### config.mk
export PLATFORM = sky130hd
export DESIGN_NAME = pe_link_packer
export DESIGN_NICKNAME = d
export VERILOG_FILES = /design/src/rtl/pe_link_packer.sv
export SDC_FILE = /design/constraint.sdc
export NUM_CORES = 1
export LEC_CHECK = 0
export ABC_AREA = 0
export BUFFER_PORTS_ARGS = -buffer_cell sky130_fd_sc_hd__buf_2
export CORE_MARGIN = 3
export CORE_UTILIZATION = 40
export DETAILED_ROUTE_END_ITERATION = 10
export MAX_ROUTING_LAYER = met4
export PLACE_DENSITY = 0.68
export SLEW_MARGIN = 25
export SYNTH_ARGS = -nofsm -noshare
export SYNTH_HDL_FRONTEND = slang
export SYNTH_SLANG_ARGS = --single-unit
### constraint.sdc
create_clock -name clk -period 5.4 [get_ports clk]
set_input_delay 0.27 -clock clk [delete_from_list [all_inputs] [get_ports clk]]
set_output_delay 0.27 -clock clk [all_outputs]
set_load 0.02 [all_outputs]
### src/rtl/pe_link_packer.sv
// Packs 32-bit stream words into 3-lane mesh link flits, queues closed flits in a
// 2-entry FIFO and emits one flit per ap_start edge. States: EMPTY 0 staged | FILL 1-2 staged | WAIT closed.
module pe_link_packer #(
    parameter int LINK_WIDTH   = 130,
    parameter int WORD_WIDTH   = 32,
    parameter int FLUSH_CYCLES = 16
) (
    input  logic                  clk,
    input  logic                  reset,
    input  logic                  ap_start,
    input  logic [WORD_WIDTH-1:0] s_data,
    input  logic                  s_valid,
    input  logic                  s_last,
    output logic                  s_ready,
    output logic [LINK_WIDTH-1:0] out_flit,
    output logic [15:0]           flit_count
);

    localparam int PAYLOAD_W = 3 * WORD_WIDTH;
    localparam int IDLE_W    = $clog2(FLUSH_CYCLES + 1);
    localparam logic [IDLE_W-1:0] IDLE_LAST = IDLE_W'(FLUSH_CYCLES - 1);

    typedef enum logic [1:0] {EMPTY, FILL, WAIT} state_t;

    state_t                state;
    state_t                state_next;
    logic [PAYLOAD_W-1:0]  stage_data;
    logic [1:0]            stage_cnt;
    logic                  stage_last;
    logic [IDLE_W-1:0]     idle_cnt;
    logic                  accept;
    logic                  push;
    logic                  pop;
    logic [LINK_WIDTH-1:0] stage_flit;
    logic [LINK_WIDTH-1:0] fifo_mem [2];
    logic                  wr_ptr;
    logic                  rd_ptr;
    logic [1:0]            fifo_cnt;
    logic [15:0]           flit_cnt;

    assign pop        = ap_start && (fifo_cnt != 2'd0);
    assign flit_count = flit_cnt;

    always_ff @(posedge clk) begin
        if (reset) state <= EMPTY;
        else       state <= state_next;
    end

    always_comb begin
        state_next = state;
        s_ready    = 1'b0;
        accept     = 1'b0;
        push       = 1'b0;
        case (state)
            EMPTY: begin
                s_ready = 1'b1;
                accept  = s_valid;
                if (s_valid) state_next = s_last ? WAIT : FILL;
            end
            FILL: begin
                s_ready = 1'b1;
                accept  = s_valid;
                if (s_valid) begin
                    if (s_last || stage_cnt == 2'd2) state_next = WAIT;
                end else if (idle_cnt == IDLE_LAST) begin
                    state_next = WAIT;
                end
            end
            WAIT: begin
                // occupancy is sampled before any same-edge pop, so a full FIFO never takes a push
                push = (fifo_cnt < 2'd2);
                if (push) state_next = EMPTY;
            end
            default: state_next = EMPTY;
        endcase
    end

    always_ff @(posedge clk) begin
        if (reset || push) begin
            stage_data <= '0;
            stage_cnt  <= 2'd0;
            stage_last <= 1'b0;
        end else if (accept) begin
            for (int k = 0; k < 3; k++) begin
                if (stage_cnt == 2'(k)) stage_data[k*WORD_WIDTH +: WORD_WIDTH] <= s_data;
            end
            stage_cnt  <= stage_cnt + 2'd1;
            stage_last <= s_last;
        end
    end

    always_ff @(posedge clk) begin
        if (reset)                                                    idle_cnt <= '0;
        else if (state == FILL && !accept && state_next == FILL)      idle_cnt <= idle_cnt + 1'b1;
        else                                                          idle_cnt <= '0;
    end

    always_comb begin
        stage_flit                              = '0;
        stage_flit[LINK_WIDTH-1]                = 1'b1;
        stage_flit[PAYLOAD_W+2]                 = stage_last;
        stage_flit[PAYLOAD_W+1:PAYLOAD_W]       = stage_cnt;
        stage_flit[PAYLOAD_W-1:0]               = stage_data;
    end

    always_ff @(posedge clk) begin
        if (push) fifo_mem[wr_ptr] <= stage_flit;
    end

    always_ff @(posedge clk) begin
        if (reset) begin
            wr_ptr   <= 1'b0;
            rd_ptr   <= 1'b0;
            fifo_cnt <= 2'd0;
            out_flit <= '0;
            flit_cnt <= 16'd0;
        end else begin
            if (push) wr_ptr <= ~wr_ptr;
            if (pop)  rd_ptr <= ~rd_ptr;
            case ({push, pop})
                2'b10:   fifo_cnt <= fifo_cnt + 2'd1;
                2'b01:   fifo_cnt <= fifo_cnt - 2'd1;
                default: fifo_cnt <= fifo_cnt;
            endcase
            if (ap_start) out_flit <= pop ? fifo_mem[rd_ptr] : '0;
            if (pop)      flit_cnt <= flit_cnt + 16'd1;
        end
    end

endmodule

Word-level counts from Yosys, hierarchy flattened
Memory sizes are Yosys's and may differ from the RTL's. A register that Yosys moved wholly into a read port is not among the register bits.
Cells that the tools add are included.
Widths: inputs -> output; s select.
{"block": "word_totals", "regBits": 256, "ram_bits": 198, "input_bits": 37, "out_inout_bits": 147, "elab_cells": 61, "n_memories": 1}
{"name": "fifo_mem", "depth": 2, "width": 99, "rd": 1, "rd_ports_with_merged_regs": 1, "wr": 1, "line_no": "35", "text": "logic [LINK_WIDTH-1:0] fifo_mem [2];"}
{"block": "op_classes", "add_sub_neg": 5, "order_cmp": 1, "eq_ne": 8, "muxes": 16, "bitwise": 3, "reduce_logical": 15}
{"op": "$mux 130", "count": 1}
{"op": "$add 16x1->16 const B", "count": 1}
{"op": "$mux 2", "count": 6}
{"op": "$eq 2x1->1 const B", "count": 4}
{"op": "$mux 1", "count": 7}
{"op": "$eq 2x2->1 const B", "count": 3}
{"op": "$pmux 2 s3", "count": 1}
{"op": "$reduce_and 2->1", "count": 3}
{"op": "$add 5x1->5 const B", "count": 1}
{"op": "$eq 5x4->1 const B", "count": 1}
{"op": "$add 2x1->2 const B", "count": 2}
{"op": "$logic_not 2->1", "count": 2}
{"op": "$pmux 2 s2", "count": 1}
{"op": "$reduce_bool 2->1", "count": 2}
{"op": "$reduce_or 2->1", "count": 2}
{"op": "$logic_and 1x1->1", "count": 3}
{"op": "$not 1->1", "count": 3}
{"op": "$logic_or 1x1->1", "count": 2}
{"op": "$lt 2x2->1 const B", "count": 1}
{"op": "$sub 2x1->2 const B", "count": 1}
{"op": "$logic_not 1->1", "count": 1}

Longest topological paths before layout
Gate-level depths: netlist of the first run.
{"block": "depth", "ltp_word": 9, "ltp_mapped": 8, "depth_no_buf": 7}

Least setup slack after synthesis of the first run
OpenSTA, ideal clock, no wires.
{"block": "synth_path", "path_kind": "register -> register", "start": "register state[1]", "end": "memory fifo_mem[0][0] (netlist name) (enable)", "setup_ns": 0.557, "t_arrival_ns": 4.927, "required_time_ns": 4.843, "path_slack_ns": -0.084, "stages_incl_launch_ff": 5, "path_buffers": 0, "synth_period_minus_slack_ns": 5.484, "cell_sequence": "dfxtp_1 inv_2 nor3_2 inv_2 nor2_1"}
{"block": "synth_between", "elab_chain_cells": 4}
{"item": "start, declared", "line_no": "25", "text": "state_t state;"}
{"item": "start signal, assigned", "line_no": "46", "text": "else state <= state_next;"}
{"item": "$eq 2x2->1", "line_no": "54", "text": "case (state)"}
{"item": "$mux 1", "line_no": "54"}
{"item": "$mux 1", "line_no": "107", "text": "if (push) fifo_mem[wr_ptr] <= stage_flit;"}
{"item": "$mux 1 (implied by the code)", "line_no": "107"}
{"item": "end, declared", "line_no": "35"}
No other way between the ends.

Worst setup path in the final report of the first run
{"block": "layout_path", "start": "register state[1]", "end": "memory fifo_mem[0][37] (netlist name) (enable)"}
The elaborated chain is that of the path after synthesis.

==> impl_metrics.json, run 1 <==
{
  "place_ws_ps": 2750,
  "status": "complete, no violations",
  "clock_power_share_pct": 39.7,
  "final_common_cell": "sky130_fd_sc_hd__nor2_1",
  "power_density_mw_per_mm2": 424,
  "clkSlewWorstSetupHoldPaths_ps": 60,
  "per_instance_average_area_after_synthesis_sq_um": 11.4,
  "layout.cells.most_common_list": "233 x sky130_fd_sc_hd__nor2_1, 226 x sky130_fd_sc_hd__dfxtp_1, 201 x sky130_fd_sc_hd__a21oi_1",
  "cts-buffers-inserted": 43,
  "tritoncts": "built",
  "synth_async_sr_flop_share_pct": 0,
  "maxClockFrequency_mhz": 375,
  "drt-met1-wl_mm": 14.5,
  "design.core.area_sq_mm": 0.0377,
  "ys.flop_type": "sky130_fd_sc_hd__dfxtp_1",
  "grt_pass1_wl_mm": 52.8,
  "post_route_cells_drive_above_1_share_pct": 16.0,
  "min_period_ps": 2670,
  "firstDrtPassIters": 5,
  "cell_types_with_the_largest_area_share_after_synthesis": "sky130_fd_sc_hd__edfxtp_1 39%, sky130_fd_sc_hd__dfxtp_1 30%, sky130_fd_sc_hd__a21oi_1 6.6%, sky130_fd_sc_hd__mux2i_1 6.5%, sky130_fd_sc_hd__nor2_1 5.7%",
  "skew_ps": 12.8,
  "unique_cell_type_count_in_the_yosys_netlist": 35,
  "worst-setup-path-type": "reg -> reg",
  "area_overhead_of_the_layout_relative_to_synthesis_pct": 17.2,
  "worstReg2RegEnd": "fifo_mem[0][37]$_DFFE_PP_",
  "detailroute.wirelength.met2_mm": 16.4,
  "r2r_cells": 6,
  "drc": 0,
  "worst_setup_path_endpoint": "fifo_mem[0][37]$_DFFE_PP_",
  "filler_cell_count": 3460,
  "synth_area_sq_mm": 0.0153,
  "worstMarginPinSlew_ps": 879,
  "multi_input_combinational_cell_area_sq_mm": 0.00430,
  "synth_sequential_area_ratio_pct": 68.5,
  "initial_core_util_pct": 40.7,
  "setup_ws_ps": 2730,
  "rsz_0062_raised_after_global_routing": "false",
  "synth_largest_type_area_fraction_pct": 38.8,
  "wirelength_mm": 33.8,
  "clock_latency_ps": 540,
  "num_vias": 9942,
  "postSynthRegisterBits": 425,
  "h-tree-depth": 2,
  "cp_slowest_cell": "sky130_fd_sc_hd__buf_4",
  "post-dp-hpwl_mm": 20.7,
  "p_switching_w": 0.00191,
  "synthDominantAreaCellType": "sky130_fd_sc_hd__edfxtp_1",
  "tns_ps": 0,
  "comb_power_share_pct": 12.1,
  "detail_routed_net_length_per_standard_cell_um": 16.6,
  "crit_chain": "inv_2, nor3_2, inv_2, nor2_4, buf_4, buf_4",
  "worstPathRequired_ps": 5560,
  "worstSetupStartpointType": "register",
  "met3_wirelength_mm": 2.18,
  "area.sequential_sq_mm": 0.0105,
  "boundaryPins": 184,
  "setup.reg_to_reg.worst_slack_ps": 2730,
  "rr_startpoint": "state[1]$_SDFF_PP0_",
  "clockRootBuffer": "sky130_fd_sc_hd__clkbuf_16",
  "dieHeight_um": 202,
  "synth_edf_count": 198,
  "ir_worst_vdd_mv": 0.290,
  "final_min_period_over_clock_period_pct": 49.4,
  "placement_rows": 71,
  "floorplan.die_area_sq_mm": 0.0407,
  "ys.warnings.count": 0,
  "critPathMaxFanout": 55,
  "cp_slowest_stage_delay_ps": 710,
  "routabilityCongestion": 0.783,
  "power_report.internal_total_w": 0.00570,
  "critPathArrivalTime_ps": 2830,
  "detail-route-antenna-nets": 0,
  "leakage_nw": 6.55,
  "syn_inst": 1347,
  "first_global_vias": 9643,
  "port_buffers": 153,
  "grt_max_degree": 101,
  "timing.hold.worst.class": "in -> reg",
  "worst_slew_margin_rel_pct": 41.4,
  "slew_viol_final": 0,
  "power_switching_share_pct": 25.1,
  "worstSetupEndpointType": "register",
  "dieWidth_um": 202,
  "grt.total_usage_pct": 16.7,
  "vias_per_cell": 4.88,
  "seq_power_share_pct": 48.2,
  "dr.max_layer_used": "met4",
  "nNetsFinal": 1534,
  "cts_buffer_depth": 3,
  "setup-violations-final": 0,
  "grt_overflow": 0,
  "drt-initial-drc-count": 632,
  "cts_repair_resize_count": 0,
  "tritoncts_num_sinks": 425,
  "cap_viol_max_count": 0,
  "hold_viol_final": 0,
  "antenna_found_initial": 2,
  "start_point_of_the_critical_path": "state[1]$_SDFF_PP0_"
}
==> synth_stat cells (all sizes together), types with 6 or more instances <==
library cell	instances
edfxtp	198
dfxtp	227
nor3	7
clkbuf	24
xnor2	15
nand3	6
a21oi	201
ha	7
mux2i	100
buf	85
nor2	234
nand2	199
inv	9
==> per-layer routing <==
metal	vias up	global-route usage [%]
met2	266	27.4
met5	-	-
met3	66	3.22
met1	4796	21.3
met4	0	4.56
li1	4814	-
==> layout make-up <==
class,instances,area share (%)
repair buffers,178,5.67
flip-flops and latches,425,58.5
clock buffers,54,6.57
well taps,511,3.56
clock inverters,25,1.49
diodes,3,0.0418
multi-input cells,832,24.0
inverters,10,0.216
==> flip-flops by register name, summed over array words and instances, names as in the netlist, named ones only <==
register / count
fifo_mem: 198
out_flit: 100
stage_data: 96
flit_count: 16
idle_cnt: 5
fifo_cnt: 2
stage_cnt: 2
state: 2
rd_ptr: 1
stage_last: 1
wr_ptr: 1
==> repair_timing <==
action	4_1_cts	5_1_grt
hold buffers	9	0
buffers inserted	0	0
hold endpoints to repair	15	0
==> logic make-up (layout without fill, tap and decap cells) <==
kind of cell	after synthesis	count (layout)	share of synthesized area, %
fa+ha+maj	7	7	0.572
simple gates	466	466	11.9
mux	102	102	6.68
flops	425	425	68.5
other cells	1	33	0.0245
compound gates	207	207	6.86
buf+inv	119	267	4.30
xor+xnor	20	20	1.14
==> worst min-delay path by stage <==
stage / startpoint / endpoint / slack (ps) / cells past startpoint
6_report: s_data[4] / stage_data[36]$_SDFFE_PP0P_ / 20 / 3
5_1_grt: s_data[20] / stage_data[20]$_SDFFE_PP0P_ / 10 / 3
4_1_cts: s_data[29] / stage_data[61]$_SDFFE_PP0P_ / 3 / 3
3_5_place_dp: stage_data[83]$_SDFFE_PP0P_ / fifo_mem[0][83]$_DFFE_PP_ / 440 / 0
3_3_place_gp: idle_cnt[0]$_SDFF_PP0_ / idle_cnt[0]$_SDFF_PP0_ / 430 / 1
2_1_floorplan: s_data[0] / stage_data[64]$_SDFFE_PP0P_ / 400 / 2
==> metrics by stage <==
stage	area (sq um)	utilization, %	cells	hold WS (ps)	power [W]
2_1_floorplan	15400	-	1376	403	0.00441
3_3_place_gp	16300	43.4	1945	427	0.00464
3_5_place_dp	16400	43.5	1947	437	0.00467
4_1_cts	17900	47.6	2035	2.88	0.00769
5_1_grt	17900	47.6	2037	11.6	0.00792
6_report	17900	47.7	2038	17.3	0.00761
==> worst max-delay path, delay by kind of cell, from the launching register on <==
family                 cells  cell delay (ps)
buffers and inverters      4             1410
DFF                        1              440
and+or+nand+nor            2              370
==> power groups by stage <==
stage	registers, W	logic (W)	clock network, W
finish	0.00367	0.000919	0.00302
global route	0.00369	0.00101	0.00321
CTS	0.00367	0.000936	0.00308
detailed placement	0.00374	0.000929	0
global placement	0.00373	0.000910	0
floorplan	0.00378	0.000622	0
Note: power is estimated with default switching activity, not from simulation.
==> inputs of run 2 (changes only) <==
--- a/config.mk
+++ b/config.mk
@@ -11,7 +11,7 @@
 export CORE_UTILIZATION = 40
 export DETAILED_ROUTE_END_ITERATION = 10
 export MAX_ROUTING_LAYER = met4
-export PLACE_DENSITY = 0.68
+export PLACE_DENSITY = 0.65
 export SLEW_MARGIN = 25
 export SYNTH_ARGS = -nofsm -noshare
 export SYNTH_HDL_FRONTEND = slang
==> constraint.sdc (replaced) <==
create_clock -name clk -period 2.6 [get_ports clk]
set_input_delay 0.13 -clock clk [delete_from_list [all_inputs] [get_ports clk]]
set_output_delay 0.13 -clock clk [all_outputs]
set_load 0.02 [all_outputs]
==> run 2 against run 1 <==
Net effect: global-route usage about the same; count of clock-buffer cells in the layout grew 11; register-to-register slack worse by 2100 ps; via count increased by 0.21%; fmax is 38% higher; largest power group unchanged; sequential power grew 110%; critical endpoint is now fifo_mem[0][26]$_DFFE_PP_.
==> impl_metrics.json, run 2 (synthesized netlist as in run 1, its figures left out) <==
{
  "design.core.area_sq_mm": 0.0377,
  "registers.top_by_ff_count": "fifo_mem",
  "worst-setup-path-type": "reg -> reg",
  "largestRegisters": "fifo_mem: 198 flops, out_flit: 100 flops, stage_data: 96 flops",
  "critPathMaxFanout": 15,
  "seq_power_share_pct": 48.5,
  "timing.hold.worst.class": "in -> reg",
  "detail-route-antenna-nets": 0,
  "tns_ps": 0,
  "drc": 0,
  "path_delay_family": "simple AND/OR/NAND/NOR gates",
  "clockRootBuffer": "sky130_fd_sc_hd__clkbuf_16",
  "hold_viol_final": 0,
  "worstPathRequired_ps": 2840,
  "tritoncts_num_sinks": 425,
  "slew_viol_final": 0,
  "area_overhead_of_the_layout_relative_to_synthesis_pct": 19.3,
  "worstMarginPinSlew_ps": 857,
  "final_common_cell": "sky130_fd_sc_hd__nor2_1",
  "nNetsFinal": 1568,
  "fin_cells": 2070,
  "crit_chain": "nor3_4, inv_2, nor2_4, buf_4",
  "layout.cells.most_common_list": "233 x sky130_fd_sc_hd__nor2_1, 225 x sky130_fd_sc_hd__dfxtp_1, 201 x sky130_fd_sc_hd__a21oi_1",
  "antenna_found_initial": 2,
  "cts_post_setup_buffers_inserted": 0,
  "ir_worst_vdd_mv": 0.499,
  "worstSetupStartpointType": "register",
  "max_ffs_per_register": 198,
  "grt.total_usage_pct": 16.7,
  "grt_pass1_wl_mm": 52.7,
  "p_switching_w": 0.00394,
  "vias_per_cell": 4.81,
  "worstSetupEndpointType": "register",
  "worst_slew_margin_rel_pct": 42.9,
  "initial_core_util_pct": 40.7,
  "clock_power_share_pct": 38.4,
  "final_min_period_over_clock_period_pct": 74.6,
  "place_area_sq_mm": 0.0165,
  "wirelength_mm": 33.6,
  "power_report.internal_total_w": 0.0117,
  "cts-buffers-inserted": 43,
  "first_global_vias": 9531,
  "boundaryPins": 184,
  "floorplan.die_area_sq_mm": 0.0407,
  "maxClockFrequency_mhz": 516,
  "leakage_nw": 6.68,
  "h-tree-depth": 2,
  "tritoncts": "built",
  "post-dp-hpwl_mm": 21.0,
  "cts_buffer_depth": 3,
  "critical_path.n_buffers_inverters": 2,
  "cp_slowest_stage_delay_ps": 560,
  "status": "complete, no violations",
  "detail_routed_net_length_per_standard_cell_um": 16.2,
  "power_switching_share_pct": 25.2,
  "rsz_0062_raised_after_global_routing": "false",
  "final_cell_area_sq_mm": 0.0183,
  "dieHeight_um": 202,
  "cp_slowest_cell": "sky130_fd_sc_hd__nor2_4",
  "power_density_mw_per_mm2": 855,
  "grt_max_degree": 101,
  "dieWidth_um": 202,
  "skew_ps": 15.7,
  "dp_cells": 1956,
  "cap_viol_max_count": 0,
  "setup-violations-final": 0,
  "port_buffers": 153,
  "routabilityCongestion": 0.797,
  "placement_rows": 71,
  "drt-initial-drc-count": 509,
  "grt_overflow": 0,
  "clock_latency_ps": 540,
  "clkSlewWorstSetupHoldPaths_ps": 60,
  "comb_power_share_pct": 13.1,
  "filler_cell_count": 3473,
  "min_period_ps": 1940,
  "critPathArrivalTime_ps": 2180,
  "num_vias": 9963,
  "firstDrtPassIters": 7,
  "post_route_cells_drive_above_1_share_pct": 16.0
}
==> run 2: cell type report <==
type | instances | area [sq um] | share of cell area (%)
flip-flops and latches | 425 | 10500 | 57.5
multi-input cells | 832 | 4310 | 23.6
inverters | 10 | 38.8 | 0.212
well taps | 511 | 639 | 3.50
repair buffers | 212 | 1400 | 7.66
clock inverters | 13 | 108 | 0.589
diodes | 2 | 5.00 | 0.0274
clock buffers | 65 | 1270 | 6.97
==> run 2: tightest hold or removal path: stages <==
cell and delay, ps:
sky130_fd_sc_hd__buf_2 150, sky130_fd_sc_hd__o21ai_4 90, sky130_fd_sc_hd__clkinv_1 160, sky130_fd_sc_hd__a21oi_1 60, sky130_fd_sc_hd__nor2_1 70
==> run 2: power groups by stage <==
stage / logic (W) / registers (W) / clock network (W)
floorplan: 0.00129 / 0.00785 / 0
global placement: 0.00202 / 0.00770 / 0
detailed placement: 0.00205 / 0.00772 / 0
CTS: 0.00210 / 0.00757 / 0.00613
global route: 0.00226 / 0.00761 / 0.00639
finish: 0.00205 / 0.00757 / 0.00599
==> run 2: final timing paths <==
path	cells past startpoint	from	slack, ps	endpoint
worst max-delay path	4	fifo_cnt[1]$_SDFFE_PP0P_	660	fifo_mem[0][26]$_DFFE_PP_
worst max register to register	4	fifo_cnt[1]$_SDFFE_PP0P_	660	fifo_mem[0][26]$_DFFE_PP_
worst min register to register	1	idle_cnt[0]$_SDFF_PP0_	450	idle_cnt[0]$_SDFF_PP0_
worst min-delay path	5	ap_start	180	out_flit[129]$_SDFFE_PP0P_
==> run 2: through the flow <==
stage          worst slack (ps)  total power [W]  utilization [%]  hold WS [ps]
6_report                    661           0.0156             48.5           178
5_1_grt                     529           0.0163             48.5           223
4_1_cts                     616           0.0158             48.5           143
3_5_place_dp                623          0.00976             43.9           407
3_3_place_gp                649          0.00972             43.9           402
2_1_floorplan              27.2          0.00915                -           263
==> run 2: timing repair <==
action,4_1_cts,5_1_grt
hold buffers,34,0
endpoints found under the hold margin,100,0
resized for setup,0,0
==> run 2: routing by layer <==
metal	track usage (%)	up-vias	wire length (um)
li1	-	4888	-
met1	20.9	4765	14400
met2	28.2	251	16500
met3	2.88	59	2040
met4	4.16	0	678
met5	-	-	0
